## src/rtl/debounce_multi.sv

```systemverilog
// Multi-channel key/switch debouncer.
// Each channel synchronises its raw input through two flops, waits for the
// synchronised level to stay unchanged for NUMBER cycles, and then moves the
// registered debounced level key_o.  Single-cycle rise/fall pulses mark each
// key_o change.  A one-shot key_hold pulse fires once per press after key_o
// has stayed ACTIVE for HOLD_NUMBER cycles.
// Every output is a flop, so nothing in the downstream logic sees a
// combinational path from the asynchronous key inputs.
module debounce_multi #(
    parameter int unsigned       NCH         = 4,
    parameter int unsigned       NBITS       = 24,
    parameter logic [NBITS-1:0]  NUMBER      = 24'd10_000_000,
    parameter int unsigned       HBITS       = 28,
    parameter logic [HBITS-1:0]  HOLD_NUMBER = 28'd100_000_000,
    parameter logic              ACTIVE      = 1'b1,
    parameter logic              INIT        = 1'b0
) (
    input  logic           clk,
    input  logic           reset,
    input  logic [NCH-1:0] key_i,
    output logic [NCH-1:0] key_o,
    output logic [NCH-1:0] key_rise,
    output logic [NCH-1:0] key_fall,
    output logic [NCH-1:0] key_hold
);

    // Synchroniser stages
    logic [NCH-1:0]   s1_q, s1_d;
    logic [NCH-1:0]   s2_q, s2_d;

    // Stability tracking: last seen synchronised level and how long it has held
    logic [NCH-1:0]   key_m_q, key_m_d;
    logic [NBITS-1:0] cnt_q [NCH];
    logic [NBITS-1:0] cnt_d [NCH];

    // Debounced level and its edge pulses
    logic [NCH-1:0]   key_o_q, key_o_d;
    logic [NCH-1:0]   rise_q, rise_d;
    logic [NCH-1:0]   fall_q, fall_d;

    // Long-press detection
    logic [HBITS-1:0] hcnt_q [NCH];
    logic [HBITS-1:0] hcnt_d [NCH];
    logic [NCH-1:0]   hold_done_q, hold_done_d;
    logic [NCH-1:0]   hold_q, hold_d;

    // Two-flop synchroniser: the raw input is only ever looked at by s1.
    always_comb begin
        s1_d = key_i;
        s2_d = s1_q;
    end

    // Stability window: any change on s2 restarts the count; once the count
    // has saturated at NUMBER the debounced level is allowed to follow key_m.
    always_comb begin
        key_m_d = key_m_q;
        key_o_d = key_o_q;
        cnt_d   = cnt_q;
        for (int n = 0; n < NCH; n++) begin
            if (s2_q[n] != key_m_q[n]) begin
                key_m_d[n] = s2_q[n];
                cnt_d[n]   = '0;
            end else if (cnt_q[n] == NUMBER) begin
                if (key_o_q[n] != key_m_q[n]) begin
                    key_o_d[n] = key_m_q[n];
                end
            end else begin
                cnt_d[n] = cnt_q[n] + NBITS'(1);
            end
        end
    end

    // Edge pulses are registered together with the new key_o, so they are
    // high exactly in the first cycle the new level is visible.
    always_comb begin
        rise_d = ~key_o_q &  key_o_d;
        fall_d =  key_o_q & ~key_o_d;
    end

    // Long-press: the count runs only while key_o is already ACTIVE, and the
    // release is detected on the next key_o so the hold state clears on the
    // same edge that produces the release pulse.
    always_comb begin
        hcnt_d      = hcnt_q;
        hold_done_d = hold_done_q;
        hold_d      = '0;
        for (int n = 0; n < NCH; n++) begin
            if (key_o_d[n] != ACTIVE) begin
                hcnt_d[n]      = '0;
                hold_done_d[n] = 1'b0;
            end else if (key_o_q[n] == ACTIVE) begin
                if (hcnt_q[n] == HOLD_NUMBER) begin
                    if (!hold_done_q[n]) begin
                        hold_d[n]      = 1'b1;
                        hold_done_d[n] = 1'b1;
                    end
                end else begin
                    hcnt_d[n] = hcnt_q[n] + HBITS'(1);
                end
            end
        end
    end

    // Synchroniser flops
    always_ff @(posedge clk or posedge reset) begin
        if (reset) begin
            s1_q <= {NCH{INIT}};
            s2_q <= {NCH{INIT}};
        end else begin
            s1_q <= s1_d;
            s2_q <= s2_d;
        end
    end

    // Stability counter, debounced level and edge pulse flops
    always_ff @(posedge clk or posedge reset) begin
        if (reset) begin
            key_m_q <= {NCH{INIT}};
            key_o_q <= {NCH{INIT}};
            rise_q  <= '0;
            fall_q  <= '0;
            for (int n = 0; n < NCH; n++) begin
                cnt_q[n] <= '0;
            end
        end else begin
            key_m_q <= key_m_d;
            key_o_q <= key_o_d;
            rise_q  <= rise_d;
            fall_q  <= fall_d;
            for (int n = 0; n < NCH; n++) begin
                cnt_q[n] <= cnt_d[n];
            end
        end
    end

    // Long-press counter and one-shot flops
    always_ff @(posedge clk or posedge reset) begin
        if (reset) begin
            hold_done_q <= '0;
            hold_q      <= '0;
            for (int n = 0; n < NCH; n++) begin
                hcnt_q[n] <= '0;
            end
        end else begin
            hold_done_q <= hold_done_d;
            hold_q      <= hold_d;
            for (int n = 0; n < NCH; n++) begin
                hcnt_q[n] <= hcnt_d[n];
            end
        end
    end

    assign key_o    = key_o_q;
    assign key_rise = rise_q;
    assign key_fall = fall_q;
    assign key_hold = hold_q;

endmodule

```

## config.mk

```make
export PLATFORM = sky130hd
export DESIGN_NAME = debounce_multi
export DESIGN_NICKNAME = d
export VERILOG_FILES = /design/src/rtl/debounce_multi.sv
export SDC_FILE = /design/constraint.sdc
export NUM_CORES = 1
export LEC_CHECK = 0
export ABC_AREA = 1
export CAP_MARGIN = 10
export CORE_MARGIN = 1
export CORE_UTILIZATION = 60
export CTS_BUF_LIST = sky130_fd_sc_hd__clkbuf_2 sky130_fd_sc_hd__clkbuf_4 sky130_fd_sc_hd__clkbuf_8
export DETAILED_ROUTE_END_ITERATION = 10
export GPL_TIMING_DRIVEN = 1
export HOLD_SLACK_MARGIN = 0.02
export PLACE_DENSITY = 0.89
export REMOVE_ABC_BUFFERS = 1
export SKIP_LAST_GASP = 1
export SLEW_MARGIN = 20
export SYNTH_ARGS = -nofsm -noshare
export SYNTH_HDL_FRONTEND = slang
export SYNTH_SLANG_ARGS = --single-unit
```

## constraint.sdc

```tcl
create_clock -name clk -period 9.9 [get_ports clk]
set_input_delay 2.97 -clock clk [delete_from_list [all_inputs] [get_ports clk]]
set_output_delay 2.97 -clock clk [all_outputs]
set_load 0.01 [all_outputs]
```

==> results.sh <==
export IMPL_clk_latency_ps=560
export IMPL_total_leakage_power_nw=7.916
export IMPL_finalWeightedCongestion=0.9721
export IMPL_ys_seq_area_frac=0.3747
export IMPL_clock_path_buffers=3
export IMPL_crit_type="reg -> out"
export IMPL_netlist_top_cells_area="dfrtp_1 37%, nand2_1 16%, nor2_1 9.3%"
export IMPL_worst_ir_drop_vdd_mv=0.1121
export IMPL_fmax_ghz=0.1989
export IMPL_die_area_um2=27370
export IMPL_hold_viol=0
export IMPL_drt_iter0_drc=1068
export IMPL_final_core_util=0.6608
export IMPL_wl_per_cell_um=13.89
export IMPL_worst_pin_slew_ps=1023
export IMPL_cp_num_buf_inv=1
export IMPL_htreeDepth=2
export IMPL_cp_arrival_ps=2060
export IMPL_critPathTopFamily="flip-flops"
export IMPL_io_buffers=21
export IMPL_synth_top_cell_area_share=0.3747
export IMPL_cpMaxStageDelayCell="dfrtp_1"
export IMPL_synth_edf_count=0
export IMPL_area_growth_pct=7.728
export IMPL_min_delay_path_class="reg -> reg"
export IMPL_vias=15409
export IMPL_drc=2
export IMPL_synth_flop_cell="dfrtp_1"
export IMPL_synth_top_cells_by_count="679 x nand2_1, 396 x nor2_1, 301 x inv_1"
export IMPL_violations="design-rule violations"
export IMPL_routed_wl_mm=38.18
export IMPL_cts_sinks=240
export IMPL_die_y_um=165.4
export IMPL_ant_nets=0
export IMPL_synth_most_common_cell="nand2_1"
export IMPL_run_status="finished with violations"
export IMPL_async_flop_share=1.000
export IMPL_powerDensity_nw_per_um2=123.0
export IMPL_std_cell_rows=59
export IMPL_synthCells=2379
export IMPL_grt_pass1_wl_mm=65.92
export IMPL_vias_per_cell=5.605
export IMPL_diodes=0
export IMPL_dp_cells=2673
export IMPL_min_period_ps=5029
export IMPL_crit_required_ps=6930
export IMPL_ctsResizeCount=0
export IMPL_ys_ff_latch=240
export IMPL_drive_above_1_share=0.06255
export IMPL_maxCapViolCount=0
export IMPL_fp_coreArea_um2=26130
export IMPL_die_x_um=165.4
export IMPL_startpoint_type="flip-flop"
export IMPL_grt_max_degree=102
export IMPL_worst_slew_margin_rel=0.3172
export IMPL_skew_ps=21.94
export IMPL_nets=2404
export IMPL_initial_utilization=0.6134
export IMPL_synth_area_um2=16030
export IMPL_cts_tree="built"
export IMPL_gr_total_overflow=0
export IMPL_timing_setup_tns_ps=0
export IMPL_syn_avg_cell_area_um2=6.738
export IMPL_ys_warn_count=0
export IMPL_design_portCount=22
export IMPL_cts_inserted_buffers=42
export IMPL_antenna_found_initial=0
export IMPL_grtUsageTotal=0.2896
export IMPL_cts_setup_buffers=0
export IMPL_setup_viol=0
export IMPL_fin_crit_sh=0.5080
export IMPL_fin_cells=2749
export IMPL_firstDrtPassIters=8
export IMPL_critPathMaxStageDelay_ps=830
export IMPL_first_global_vias=14519
export IMPL_cts_root_buf="clkbuf_8"
export IMPL_cp_end_kind="output port"
export IMPL_path_cells="clkdlybuf4s50_1"
export IMPL_finalMaxSlewViolations=0
export IMPL_yosysTopAreaCell="dfrtp_1"
export IMPL_hold_buffers=0
export IMPL_cts_clk_slew_worst_paths_ps=70
export IMPL_synth_cell_types=46
export IMPL_critPathMaxFanout=21
export IMPL_rsz0062_at_grt="no"
export IMPL_power_w=0.002123
export IMPL_post_dp_hpwl_mm=26.97
[metal layers]
| metal | vias to the layer above | GRT usage | share of wire |
|---|---|---|---|
| met5 | - | 0 | 0 |
| met4 | 0 | 0.1120 | 0.025 |
| met3 | 88 | 0.03696 | 0.054 |
| met2 | 479 | 0.4907 | 0.48 |
| met1 | 7187 | 0.3756 | 0.44 |
| li1 | 7655 | - | - |
[placed cells by master, fill, tap and decap left out, types with 7 or more instances in the layout]
master             n
a21oi_1           76
clkbuf_8          55
clkdlybuf4s50_1   21
clkinv_2           8
dfrtp_1          240
ha_1              16
inv_1            300
inv_2             13
nand2_1          679
nand2_2            8
nand3_1          149
nand4_1          109
nor2_1           396
nor2_2            14
nor3_1            54
o211ai_1          73
o21ai_0           69
xnor2_1            7
xor2_1            47
[flip-flops by register name, indices dropped and copies added (netlist names)]
name / count
cnt_q: 96
hcnt_q: 112
hold_done_q: 4
key_fall: 4
key_hold: 4
key_m_q: 4
key_o: 4
key_rise: 4
s1_q: 4
s2_q: 4
[path summary, 6_finish.rpt]
path / startpoint / to / cells after the start / slack, ps
min: s1_q[1] / s2_q[1] / 0 / 360
max reg2reg: cnt_q[48] / hcnt_q[78] / 10 / 7400
min in group asynchronous: reset / s1_q[2] / 2 / 2940
max in group asynchronous: reset / hcnt_q[107] / 3 / 5580
max: key_o[1] / key_o[1] / 1 / 4870
min reg2reg: s1_q[1] / s2_q[1] / 0 / 360
[metrics by stage]
step | area (um2) | hold slack [ps] | setup WS [ps]
4_1_cts | 17270 | 359.2 | 4855
3_5_place_dp | 16260 | 338.0 | 4878
5_1_grt | 17270 | 368.1 | 4787
3_3_place_gp | 16260 | 336.7 | 4944
6_report | 17270 | 356.6 | 4871
2_1_floorplan | 15580 | 331.2 | 341.9
[area by class of cell]
class / count / area, um2
Clock inverter: 16 / 212.7
Inverter: 316 / 1199
Clock buffer: 60 / 794.5
Timing Repair Buffer: 27 / 255.2
Multi-Input combinational cell: 1755 / 8382
Tap cell: 335 / 419.2
Sequential cell: 240 / 6006
Fill cell: 2318 / 8865
[cell families after synthesis]
kind of cell | share of synthesized area
AO/OA/AOI/OAI | 0.09078
adder cells (fa/ha/maj) | 0.01249
AND/OR/NAND/NOR | 0.3901
XOR/XNOR | 0.02951
flip-flops | 0.3747
buffers and inverters | 0.1024
[power by group]
part	internal [W]	total [W]	leakage [nW]	switching, W
clock network	0.000650	0.00108	0.521	0.000425
logic	0.0000123	0.0000539	4.08	0.0000416
registers	0.000988	0.000994	3.32	0.00000605
(Power assumes the default switching activity.)
